**config.mk**
```make
export PLATFORM = sky130hd
export DESIGN_NAME = chan_mux_pipe
export DESIGN_NICKNAME = d
export VERILOG_FILES = /design/src/rtl/chan_mux_pkg.sv /design/src/rtl/rr_pick.sv /design/src/rtl/chan_mux_pipe.sv
export SDC_FILE = /design/constraint.sdc
export NUM_CORES = 1
export LEC_CHECK = 0
export BUFFER_PORTS_ARGS = -buffer_cell sky130_fd_sc_hd__buf_2
export CAP_MARGIN = 10
export CORE_MARGIN = 2
export CORE_UTILIZATION = 33
export DETAILED_ROUTE_END_ITERATION = 10
export GPL_ROUTABILITY_DRIVEN = 0
export PLACE_DENSITY = 0.62
export SYNTH_ARGS = -nofsm -noshare
export SYNTH_HDL_FRONTEND = slang
export SYNTH_HIERARCHICAL = 1
export SYNTH_SLANG_ARGS = --single-unit
```
**constraint.sdc**
```tcl
create_clock -name i_clk -period 2.3 [get_ports i_clk]
set_input_delay 0.46 -clock i_clk [delete_from_list [all_inputs] [get_ports i_clk]]
set_output_delay 0.46 -clock i_clk [all_outputs]
set_load 0.005 [all_outputs]
```
**src/rtl/chan_mux_pkg.sv**
```systemverilog
// Shared constants and helpers for the chan_mux_pipe slice.
// Round-robin arbitration is enabled by defining CHAN_MUX_RR_EN.
package chan_mux_pkg;

    function automatic int clog2(input int n);
        int r;
        r = 0;
        for (int v = 1; v < n; v = v * 2) begin
            r = r + 1;
        end
        return r;
    endfunction

    // A select port needs at least one bit even for degenerate channel counts.
    function automatic int sel_width(input int n);
        return (clog2(n) < 1) ? 1 : clog2(n);
    endfunction

    localparam int DEF_N     = 4;
    localparam int DEF_SEL_W = sel_width(DEF_N);

    typedef logic [DEF_SEL_W-1:0] chan_idx_t;

endpackage

```
**src/rtl/rr_pick.sv**
```systemverilog
// Rotating-priority picker built as a double-width masked priority encoder.
// Only compiled when CHAN_MUX_RR_EN is defined.
`ifdef CHAN_MUX_RR_EN
module rr_pick
    import chan_mux_pkg::*;
#(
    parameter int N = 4,
    localparam int SEL_W = sel_width(N)
) (
    input  logic [N-1:0]     i_req,
    input  logic [SEL_W-1:0] i_ptr,
    output logic [SEL_W-1:0] o_grant,
    output logic             o_grant_valid
);

    localparam int IW = SEL_W + 1;

    logic [2*N-1:0] w_dbl;
    logic [IW-1:0]  w_idx;
    logic           w_found;

    assign w_dbl = {i_req, i_req};

    // Scanning downward lets the lowest set bit at or above the pointer win.
    always_comb begin
        w_found = 1'b0;
        w_idx   = '0;
        for (int i = 2 * N - 1; i >= 0; i--) begin
            if (w_dbl[i] && (i >= int'(i_ptr))) begin
                w_found = 1'b1;
                w_idx   = i[IW-1:0];
            end
        end
    end

    always_comb begin
        o_grant_valid = w_found;
        if (w_idx >= IW'(N)) begin
            o_grant = SEL_W'(w_idx - IW'(N));
        end else begin
            o_grant = SEL_W'(w_idx);
        end
    end

endmodule
`endif

```
**src/rtl/chan_mux_pipe.sv**
```systemverilog
// N-to-1 channel mux with a registered valid/ready output stage and transfer counter.
// Define CHAN_MUX_RR_EN for round-robin arbitration instead of the sel port.
module chan_mux_pipe
    import chan_mux_pkg::*;
#(
    parameter int N     = 4,
    parameter int W     = 8,
    parameter int CNT_W = 16,
    localparam int SEL_W = sel_width(N)
) (
    input  logic               i_clk,
    input  logic               i_rst,
    input  logic [SEL_W-1:0]   i_sel,
    input  logic [N-1:0]       i_in_valid,
    input  logic [N*W-1:0]     i_in_data,
    output logic [N-1:0]       o_in_ready,
    output logic               o_out_valid,
    output logic [W-1:0]       o_out_data,
    output logic [SEL_W-1:0]   o_out_chan,
    input  logic               i_out_ready,
    output logic [CNT_W-1:0]   o_xfer_cnt
);

    logic [SEL_W-1:0] w_grant;
    logic             w_grant_valid;
    logic             w_accept;
    logic             w_xfer;
    logic [W-1:0]     w_data;

    logic             r_out_valid;
    logic [W-1:0]     r_out_data;
    logic [SEL_W-1:0] r_out_chan;
    logic [CNT_W-1:0] r_xfer_cnt;

`ifdef CHAN_MUX_RR_EN
    logic [SEL_W-1:0] r_rr_ptr;
    logic [SEL_W-1:0] w_next_ptr;

    rr_pick #(.N(N)) u_rr_pick (
        .i_req         (i_in_valid),
        .i_ptr         (r_rr_ptr),
        .o_grant       (w_grant),
        .o_grant_valid (w_grant_valid)
    );

    assign w_next_ptr = (w_grant == SEL_W'(N - 1)) ? '0 : (w_grant + SEL_W'(1));

    always_ff @(posedge i_clk or posedge i_rst) begin
        if (i_rst) begin
            r_rr_ptr <= '0;
        end else if (w_xfer) begin
            r_rr_ptr <= w_next_ptr;
        end
    end
`else
    // Select values past the last channel match nothing, so they never grant.
    always_comb begin
        w_grant       = i_sel;
        w_grant_valid = 1'b0;
        for (int i = 0; i < N; i++) begin
            if (i_sel == SEL_W'(i)) begin
                w_grant_valid = i_in_valid[i];
            end
        end
    end
`endif

    assign w_accept = !r_out_valid || i_out_ready;
    assign w_xfer   = w_accept && w_grant_valid && !i_rst;

    always_comb begin
        w_data = '0;
        for (int i = 0; i < N; i++) begin
            if (w_grant == SEL_W'(i)) begin
                w_data = i_in_data[i*W +: W];
            end
        end
    end

    always_comb begin
        o_in_ready = '0;
        for (int i = 0; i < N; i++) begin
            if (w_xfer && (w_grant == SEL_W'(i))) begin
                o_in_ready[i] = 1'b1;
            end
        end
    end

    // A load takes priority over a drain so a same-edge drain and fill keeps valid high.
    always_ff @(posedge i_clk or posedge i_rst) begin
        if (i_rst) begin
            r_out_valid <= 1'b0;
            r_out_data  <= '0;
            r_out_chan  <= '0;
            r_xfer_cnt  <= '0;
        end else if (w_xfer) begin
            r_out_valid <= 1'b1;
            r_out_data  <= w_data;
            r_out_chan  <= w_grant;
            r_xfer_cnt  <= r_xfer_cnt + CNT_W'(1);
        end else if (i_out_ready) begin
            r_out_valid <= 1'b0;
        end
    end

    assign o_out_valid = r_out_valid;
    assign o_out_data  = r_out_data;
    assign o_out_chan  = r_out_chan;
    assign o_xfer_cnt  = r_xfer_cnt;

endmodule
```
After elaboration in Yosys (flattened, before gate mapping):

Index checks and enable logic that the tools add are counted.

* word-level logic and storage cells: 33
* register bits: 27
* output and inout bits: 31
* input port bits: 41

* reduce and logical (&&, ||, !) cells: 11
* eq/ne operators: 3
* add/sub/neg operators: 1
* muxes and demuxes: 14

Operators by type and width (count)
* two-way mux 8 bit: 4
* adder 16 x 1 -> 16 bit (second input constant): 1
* two-way mux 1 bit: 10
* logical AND 1 bit: 6
* == test 2 bit (second input constant): 2
* == test 2 x 1 -> 1 bit (second input constant): 1
* zero test 1 bit: 2
* zero test 2 bit: 1
* nonzero test 2 bit: 1
* logical OR 1 bit: 1

Logic depth before layout (Yosys ltp):

Gate-level depths: netlist of the first run.

* depth in word-level cells: 9
* gate-level depth with buffers: 7
* mapped depth without buffers: 5

Worst setup path after synthesis of the first run:

No wires, ideal clock.

* path kind: in2out
* start point: input port i_rst
* end point: output port o_in_ready[0]
* path buffers: 0
* stages: 3
* slack: 0.201 ns
* data arrival time: 1.639 ns
* required time: 1.840 ns
* cell sequence: inv_1 > nand2_1 > nor4b_1

* word-level cells in the longest chain between the ends: 4

Ends and longest elaborated chain
* from (decl): line chan_mux_pipe.sv:12 `input logic i_rst,`
* zero test 1 bit (no line)
* logical AND 1 bit: line chan_mux_pipe.sv:69 `assign w_xfer = w_accept && w_grant_valid && !i_rst;`
* logical AND 1 bit: line chan_mux_pipe.sv:83 `if (w_xfer && (w_grant == SEL_W'(i))) begin`
* two-way mux 1 bit: line chan_mux_pipe.sv:83
* to (decl): line chan_mux_pipe.sv:16 `output logic [N-1:0] o_in_ready,`

No other way between the ends.

Worst setup path in the final report of the first run:

* start point: register r_out_valid (netlist: o_out_valid)
* end point: output port o_in_ready[0]

* word-level cells in the longest chain between the ends: 6

Ends and longest elaborated chain
* from (decl): line chan_mux_pipe.sv:30 `logic r_out_valid;`
* from (signal assigned): line chan_mux_pipe.sv:92 `r_out_valid <= 1'b0;`
* from (signal assigned): line chan_mux_pipe.sv:97 `r_out_valid <= 1'b1;`
* from (signal assigned): line chan_mux_pipe.sv:102 `r_out_valid <= 1'b0;`
* zero test 1 bit: line chan_mux_pipe.sv:68 `assign w_accept = !r_out_valid || i_out_ready;`
* logical OR 1 bit: line chan_mux_pipe.sv:68
* logical AND 1 bit (2 in series): line chan_mux_pipe.sv:69
* logical AND 1 bit: line chan_mux_pipe.sv:83
* two-way mux 1 bit: line chan_mux_pipe.sv:83

No other way between the ends.

==> results.md, run 1 <==
- CTS tree: yes
- CTS Root Cell: clkbuf_8
- Post-CTS Setup Bufs: 0
- Area of the multi-input gates: 790.8 sq um
- RSZ-0062 raised after global routing: no
- Starting Density: 34.86%
- DRC Markers: 0
- Via count: 1311
- Warnings from Yosys: 6
- R2R Path Start: o_xfer_cnt[0]
- Average wire per standard cell: 12.80 microns
- Seq/Total Area, Yosys: 43.90%
- Routed Antenna Nets: 0
- Core area: 0.004414 sq mm
- Period utilization: 82.29%
- Synthesized cell area: 0.001539 sq mm
- Cell Rows: 24
- Max Clock Skew: 0.002128 ns
- Via density: 4.947
- IO Count: 72
- Worst slew pin tran: 0.5136 ns
- Gr ovfl total: 0
- Post-detail-place hpwl: 2.751 mm
- Global-route usage over all layers: 14.16%
- Antenna violations before repair: 0
- Count of final setup violators: 0
- Die area: 0.005226 sq mm
- Synthesized area per cell: 10.84 sq um
- Ys flop type: dfrtp_1
- Clock-pin slew on the worst setup and hold paths: 0.09 ns
- First-pass GRT wire length: 5.740 mm
- Pleak: 1.033 nW
- Req. time, crit path: 1.84 ns
- Skew-Pair Late Insertion Delay: 0.27 ns
- Hold_buf cts: 0
- Final Hold Vio Count: 0
- Status: complete, no violations
- Setup TNS: 0 ns
- Final Max Slew Viols: 0
- PortBufs: 71
- Worst-path fanout max: 6
- Layout cells sized above 1: 41.31%
- Slowest cell on the critical path: dfrtp_1
- Tmin final: 1.893 ns
- Die Ht: 72.29 microns
- Worst-case clock buffer depth: 2
- Ant diodes: 0
- Data arrival, critical path: 1.43 ns
- CP startpoint: o_out_valid
- Worst setup SP type: flip-flop
- Most frequent cells in the layout: buf_2 (71), nand2_1 (41), dfrtp_1 (27)
- CTS resizes: 0
- Crit path cell chain: nand2b_1 > nand2_1 > nor4b_1 > buf_2
- Largest net degree at the start of global routing: 24
- Initial drt markers: 63
- Yosys cell types: 31
- Die width: 72.29 microns
- Sink Count: 27
- H-tree levels: 1
- Max IR drop VDD: 0.2170 mV
- Syn_nets: 184
- Sequential cell area: 675.6 sq um
- Crit path kind: flip-flop to output port
- Post-synthesis instance total: 142
- HP Class: primary input to async pin
- Final #Nets: 256
- Post-Route WL: 3.393 mm
- TritonCTS buffer count: 3
- Relative slew margins: 65.76%
- Most common cell after layout, fill and taps aside: buf_2
- First-pass detailed-route iteration total: 4
- CP peak stage delay: 0.38 ns
- Power Density: 646.2 mW/mm^2
- Synthesis-stage register bit count: 27
- Max_cap viols: 0
- Synth async-reset ratio: 100.0%
- Maximum clock rate: 0.5283 GHz
- Number of synthesized flops with an enable pin: 0
- Inst Count DP: 261
- Area grow syn2layout: 28.21%
- Crit. End Element: output port
- Fillers: 417
- Vias in the first global route: 1267
- Final non-filler cell total: 265
- Final core occ: 44.70%
-- flip-flops by register name, summed over array words and instances, names as in the netlist --
| name | count |
|---|---|
| o_out_chan | 2 |
| o_out_data | 8 |
| o_out_valid | 1 |
| o_xfer_cnt | 16 |
-- metrics by stage --
stage | instance area (sq um) | setup slack, ns | hold slack, ns | power [mW]
after floorplan | 1539 | 0.2014 | 0.4647 | 0.8520
after global placement | 1928 | 0.3769 | 0.4378 | 1.021
after detailed placement | 1928 | 0.3250 | 0.4338 | 1.027
after CTS | 1973 | 0.3618 | 0.1419 | 1.294
after global routing | 1973 | 0.2439 | 0.1478 | 1.377
final | 1973 | 0.4073 | 0.1326 | 1.275
-- cell families (layout without fill, tap and decap cells) --
| group | Yosys count | in the layout | share of synthesized area, % |
|---|---|---|---|
| AO/OA/AOI/OAI | 4 | 4 | 1.300 |
| XOR/XNOR | 15 | 15 | 8.537 |
| adder cells (fa/ha/maj) | 1 | 1 | 0.8129 |
| buffers and inverters | 12 | 83 | 4.715 |
| flip-flops | 27 | 27 | 43.90 |
| multiplexers | 10 | 10 | 14.80 |
| AND/OR/NAND/NOR | 73 | 73 | 25.94 |
-- routing by layer --
metal  track usage (%)  wire [microns]  vias up
met3             3.750             346        2
met2             21.10            1437       72
li1                  -               -      640
met5                 0               0        -
met1             19.64            1576      597
met4             5.660              32        0
-- cells in the mapped netlist (2+ instances only) --
master	number	area (sq um)
nand3_1	4	20.02
mux4_1	4	105.1
o21ai_0	3	15.01
nor2_1	2	7.510
dfrtp_1	27	675.7
nor4_4	3	63.81
and3_1	2	12.51
inv_1	5	18.77
xor2_1	6	52.55
buf_6	3	33.78
nand4_1	6	37.54
nor3_1	5	25.02
nand2_1	41	153.9
xnor2_1	9	78.83
mux4_2	5	112.6
and4_1	2	17.52
-- worst paths after layout --
check	end	slack, ns	depth (start not counted)
max	o_in_ready[0]	0.41	4
min in group i_clk	o_xfer_cnt[15]	0.46	1
max reg2reg	o_xfer_cnt[14]	0.55	5
max in group asynchronous	o_xfer_cnt[13]	1.56	3
min	o_out_chan[1]	0.13	2
min reg2reg	o_xfer_cnt[15]	0.46	1
-- power breakdown --
| group | total (mW) | switching [mW] | internal (mW) |
|---|---|---|---|
| registers | 0.676 | 0.111 | 0.565 |
| logic | 0.336 | 0.159 | 0.177 |
| clock network | 0.263 | 0.139 | 0.124 |
| total | 1.28 | 0.409 | 0.866 |
-- critical path: cells and delay by family, from the launching register on --
kind,cells,cell delay (ns)
buf+inv,1,0.16
simple gates,3,0.62
flops,1,0.38
-- final cells by class --
cell class | count | area share [%]
Timing Repair Buffer | 74 | 19.15
Sequential cell | 27 | 34.24
Clock buffer | 4 | 2.283
Multi-Input combinational cell | 103 | 40.08
Inverter | 5 | 0.9512
Tap cell | 52 | 3.297
Power figures use the tool's default switching activity.
==> run 2, diff against run 1 <==
Settings changed: PLACE_DENSITY 0.62 to 0.64.
Clock period 2.3 ns to 1.7 ns, I/O delays scaled along.
==> run 2 against run 1 <==
  * Sequential power grew 29%
  * Cell area grew 4.9%
  * Setup slack lost 0.33 ns
  * Combinational power grew 65%
  * Die area is the same
  * Clock power grew 39%
  * Cell count grew 3.8%
  * Core utilization grew 2.2 points
  * Largest power group unchanged
==> results.md, run 2 (synthesis results as in run 1) <==
- Most frequent cells in the layout: buf_2 (71), nand2_1 (41), dfrtp_1 (27)
- Tmin final: 1.625 ns
- Fillers: 386 (-7.4%)
- Global-route usage over all layers: 14.41% (+0.25 points)
- Final core occ: 46.88% (+2.2 points)
- Routed Antenna Nets: 0 (unchanged)
- Crit. End Element: output port
- First-pass GRT wire length: 5.940 mm (+3.5%)
- Worst slew pin tran: 0.3168 ns (-0.1967 ns)
- Status: complete, no violations
- RSZ-0062 raised after global routing: yes
- Die Ht: 72.29 microns (unchanged)
- Final #Nets: 266 (+3.9%)
- Maximum clock rate: 0.6155 GHz
- Via density: 4.967 (+0.41%)
- Crit path kind: flip-flop to output port
- Clock-pin slew on the worst setup and hold paths: 0.09 ns (about the same)
- Worst-path fanout max: 6 (unchanged)
- Ant diodes: 0 (unchanged)
- Pre-CTS worst setup slack: -0.005820 ns (-0.3308 ns)
- Max Clock Skew: 0.005307 ns (+0.003179 ns)
- Skew-Pair Late Insertion Delay: 0.27 ns (about the same)
- Post-detail-place hpwl: 2.834 mm (+3.0%)
- CTS tree: yes
- Area grow syn2layout: 34.47%
- Worst setup SP type: flip-flop
- Period utilization: 95.57%
- TritonCTS buffer count: 3 (unchanged)
- CTS Root Cell: clkbuf_8
- Die area: 0.005226 sq mm (unchanged)
- Sink Count: 27 (unchanged)
- Initial drt markers: 61 (-3.2%)
- Final Hold Vio Count: 0 (unchanged)
- Max IR drop VDD: 0.3382 mV (+56%)
- Vias in the first global route: 1355 (+6.9%)
- Core area: 0.004414 sq mm (unchanged)
- Pleak: 1.084 nW (+5.0%)
- Most common cell after layout, fill and taps aside: buf_2
- Count of final setup violators: 0 (unchanged)
- Relative slew margins: 78.68% (+13 points)
- PortBufs: 71 (unchanged)
- Antenna violations before repair: 0 (unchanged)
- Req. time, crit path: 1.36 ns (-0.48 ns)
- DRC Markers: 0 (unchanged)
- Largest net degree at the start of global routing: 21 (-13%)
- Starting Density: 34.86% (unchanged)
- Gr ovfl total: 0 (unchanged)
- Worst-case clock buffer depth: 2 (unchanged)
- IO Count: 72 (unchanged)
- Post-route setup slack: 0.07530 ns (-0.3320 ns)
- Average wire per standard cell: 12.70 microns (-0.80%)
- H-tree levels: 1 (unchanged)
- Cell Rows: 24 (unchanged)
- Final Max Slew Viols: 0 (unchanged)
- Power Density: 866.7 mW/mm^2 (+34%)
- Post-CTS Setup Bufs: 0 (unchanged)
- First-pass detailed-route iteration total: 6 (+2)
- Data arrival, critical path: 1.28 ns (-0.15 ns)
- Max_cap viols: 0 (unchanged)
- Via count: 1366 (+4.2%)
- Largest register FFs: 16 (unchanged)
- Post-Route WL: 3.493 mm (+2.9%)
- Die width: 72.29 microns (unchanged)
- Layout cells sized above 1: 45.29% (+4.0 points)
- HP Class: primary input to async pin
- Final hold slack: 0.1181 ns (-0.01453 ns)
## run 2: cell count changes in the layout (fill, tap and decap cells not counted)
| cell | previous run | this run |
|---|---|---|
| buf_4 | 3 | 12 |
| clkbuf_1 | 1 | 0 |
| clkinv_2 | 0 | 1 |
| clkinvlp_4 | 0 | 1 |
| dlygate4sd3_1 | 0 | 1 |
| inv_1 | 5 | 4 |
| nand2b_1 | 1 | 0 |
| nand2b_4 | 0 | 1 |
| nor4b_1 | 1 | 0 |
| nor4b_2 | 0 | 1 |
## run 2: power by group
group          switching (mW)  internal, mW  total, mW
combinational           0.268         0.285      0.553
sequential              0.109         0.765      0.874
clock                   0.202         0.164      0.366
total                   0.579          1.21       1.79
## run 2: layout make-up
type	instances	area, sq um	area share (%)
multi-input cells	103	804.5	38.88
flip-flops and latches	27	675.6	32.65
repair buffers	84	455.4	22.01
well taps	52	65.06	3.144
clock buffers	3	41.29	1.995
inverters	5	22.52	1.088
clock inverters	1	5.005	0.2418
## run 2: worst paths after layout
kind	startpoint	to	slack (ns)	depth (start not counted)
setup / recovery	o_out_valid	o_in_ready[0]	0.08	4
hold / removal	i_rst	o_out_data[0]	0.12	3
setup reg to reg	o_xfer_cnt[1]	o_xfer_cnt[14]	0.15	5
hold reg to reg	o_xfer_cnt[15]	o_xfer_cnt[15]	0.46	1
max in group asynchronous	i_rst	o_out_chan[1]	1.06	3
min in group i_clk	i_out_ready	o_out_valid	0.37	3
## run 2: stage by stage
step           total power [mW]  instance area, sq um  TNS [ns]  instances
6_report                  1.794                  2069         0        275
5_1_grt                   1.912                  2069  -0.02996        275
4_1_cts                   1.810                  2063         0        275
3_5_place_dp              1.441                  1999  -0.01501        270
3_3_place_gp              1.436                  1999         0        270
2_1_floorplan             1.153                  1543         0        142
## run 2: repair_timing
action,4_1_cts,5_1_grt
hold endpoints to repair,1,0
hold buffers,1,0
endpoints found under the setup margin,2,2
gates resized for setup,1,1
## run 2: per-layer routing
layer	share of wire, %	vias to the layer above	GRT usage [%]
met2	45	77	22.94
met3	12	5	4.583
met5	0	-	0
li1	-	658	-
met1	43	626	18.43
met4	1.0	0	5.241
## run 2: worst max-delay path, stage by stage (launching register included)
cell	delay [ns]
dfrtp_1	0.41
nand2b_4	0.11
nand2_1	0.10
nor4b_2	0.24
buf_2	0.14
==> run 3, diff against run 2 <==
Settings changed: CORE_MARGIN 2 to not set, MAX_ROUTING_LAYER set to met4, PLACE_DENSITY 0.64 to not set.
==> run 3 against run 2 <==
  * Sequential share of layout area decreased by 0.77 points
  * Fmax increased by 1.6%
  * Die area decreased by 5.5%
  * Combinational power increased by 3%
  * Via count about the same
  * Core utilization increased by 1.1 points
  * First-iteration DRC count increased by 1.6%
  * Global-route usage increased by 1.4 points
==> results.md, run 3 (synthesis results as in run 1) <==
- Status: complete, no violations
- Most frequent cells in the layout: buf_2 (71), nand2_1 (40), dfrtp_1 (27)
- Sw Share: 32.22% (-0.055 points)
- CTS Root Cell: clkbuf_8
- Gr ovfl total: 0 (unchanged)
- Average wire per standard cell: 12.55 microns (-1.2%)
- Worst setup SP type: flip-flop
- Area grow syn2layout: 37.72%
- Via density: 4.875 (-1.9%)
- Pleak: 1.111 nW (+2.5%)
- Post-DP Area: 0.002022 sq mm (+1.1%)
- Antenna violations before repair: 0 (unchanged)
- Routed Antenna Nets: 0 (unchanged)
- Relative slew margins: 79.58% (+0.90 points)
- FF-to-FF setup slack: 0.16 ns (about the same)
- Largest net degree at the start of global routing: 24 (+14%)
- H-tree levels: 1 (unchanged)
- Slowest cell on the critical path: dfrtp_1
- Switch Pwr: 0.5833 mW (+0.75%)
- Global-route usage over all layers: 15.81% (+1.4 points)
- Clock-pin slew on the worst setup and hold paths: 0.10 ns (about the same)
- Sequential Power Share: 48.1% (-0.6 points)
- Vias in the first global route: 1362 (+0.52%)
- TritonCTS buffer count: 3 (unchanged)
- Core area: 0.004414 sq mm (unchanged)
- Worst-path fanout max: 3 (-3)
- Cell Rows: 24 (unchanged)
- Internal Power: 1.227 mW (+1.0%)
- Share of power burned in combinational logic: 31.3% (+0.4 points)
- Design Area, Final: 0.002120 sq mm (+2.4%)
- Starting Density: 34.86% (unchanged)
- Worst-case clock buffer depth: 2 (unchanged)
- Die Ht: 70.29 microns (-2.8%)
- Data arrival, critical path: 1.26 ns (-0.02 ns)
- First-pass detailed-route iteration total: 4 (-2)
- Final Max Slew Viols: 0 (unchanged)
- Period utilization: 94.04% (-1.5 points)
- Ant diodes: 0 (unchanged)
- DRC Markers: 0 (unchanged)
- Die width: 70.29 microns (-2.8%)
- Max IR drop VDD: 0.3546 mV (+4.8%)
- CP bufs+invs: 1 (unchanged)
- Crit path cell chain: nand2b_4 > nand2_2 > nor4b_2 > buf_2
- Layout cells sized above 1: 47.81% (+2.5 points)
- Post-Route WL: 3.513 mm (+0.57%)
- Fillers: 441 (+14%)
- Maximum clock rate: 0.6255 GHz (+1.6%)
- Crit path kind: flip-flop to output port
- Critical R2R Capture: o_xfer_cnt[14]
- R2R Path Start: o_xfer_cnt[0]
- Final Hold Vio Count: 0 (unchanged)
- Register-to-Register Path Depth: 5 (unchanged)
- Skew-Pair Late Insertion Delay: 0.27 ns (about the same)
- Crit. End Element: output port
- IO Count: 72 (unchanged)
- Via count: 1365 (-0.073%)
- Clock power share: 20.6% (+0.2 points)
- Most common cell after layout, fill and taps aside: buf_2
- Post-detail-place hpwl: 2.845 mm (+0.38%)
- Die area: 0.004941 sq mm (-5.5%)
- PortBufs: 71 (unchanged)
- Max Clock Skew: 0.004673 ns (-0.0006337 ns)
- Power Density: 854.1 mW/mm^2 (-1.5%)
- RSZ-0062 raised after global routing: no
- First-pass GRT wire length: 6.065 mm (+2.1%)
- Sink Count: 27 (unchanged)
- Count of final setup violators: 0 (unchanged)
- Tmin final: 1.599 ns (-0.02602 ns)
- Initial drt markers: 62 (+1.6%)
- Max_cap viols: 0 (unchanged)
- Critical path's top delay family: flip-flops
- Largest register FFs: 16 (unchanged)
- CTS tree: yes
- Final #Nets: 271 (+1.9%)
- Power Total: 1.810 mW (+0.92%)
- CP peak stage delay: 0.42 ns (about the same)
- Worst slew pin tran: 0.3035 ns (-0.01331 ns)
- HP Class: primary input to async pin
- Req. time, crit path: 1.36 ns (about the same)
run 3: worst max path at each step:
stage                     start              to  depth (start not counted)
global placement       i_sel[0]  o_xfer_cnt[13]                          5
CTS                 o_out_valid   o_in_ready[2]                          5
detailed placement     i_sel[0]  o_xfer_cnt[13]                          5
finish              o_out_valid   o_in_ready[0]                          4
global route        o_out_valid   o_in_ready[0]                          4
floorplan              i_sel[0]   o_out_chan[0]                          7
run 3: power groups by stage:
stage,registers (mW),clock network (mW),logic (mW)
after floorplan,0.910,0,0.243
after global placement,0.881,0,0.552
after detailed placement,0.885,0,0.558
after CTS,0.874,0.380,0.565
after global routing,0.889,0.404,0.641
final,0.870,0.374,0.567
run 3: stage by stage:
stage          setup WS [ns]  std cells  hold slack [ns]  util (%)  setup TNS (ns)
2_1_floorplan        0.07099        142           0.2580         -               0
6_report              0.1013        280           0.1151     48.02               0
3_3_place_gp        -0.02874        273           0.2543     45.81        -0.02874
3_5_place_dp        -0.04487        273           0.2510     45.81         -0.1323
4_1_cts              0.03645        278           0.1118     47.51               0
5_1_grt              0.01680        280           0.1439     48.02               0
run 3: metal layers:
| layer | wire length [microns] | global-route usage (%) |
|---|---|---|
| met1 | 1563 | 19.14 |
| met3 | 265 | 3.175 |
| met4 | 34 | 4.667 |
| met2 | 1651 | 26.56 |
| met5 | 0 | - |
run 3: tightest hold or removal path: stages:
cell and delay [ns]:
buf_2 0.11, clkinvlp_4 0.13, buf_4 0.15
run 3: final cells by class:
class	count	area [sq um]	share of cell area, %
clock buffers	3	41.29	1.948
clock inverters	1	5.005	0.2361
inverters	5	22.52	1.063
multi-input cells	103	817.0	38.55
flip-flops and latches	27	675.6	31.88
well taps	52	65.06	3.070
repair buffers	89	493.0	23.26
run 3: repair_timing:
action                                  in CTS  in global routing
endpoints found under the setup margin       4                  3
buffers inserted                             0                  2
gates resized for setup                      4                  2
hold buffers                                 1                  0
endpoints found under the hold margin        1                  0
pin swaps                                    0                  1
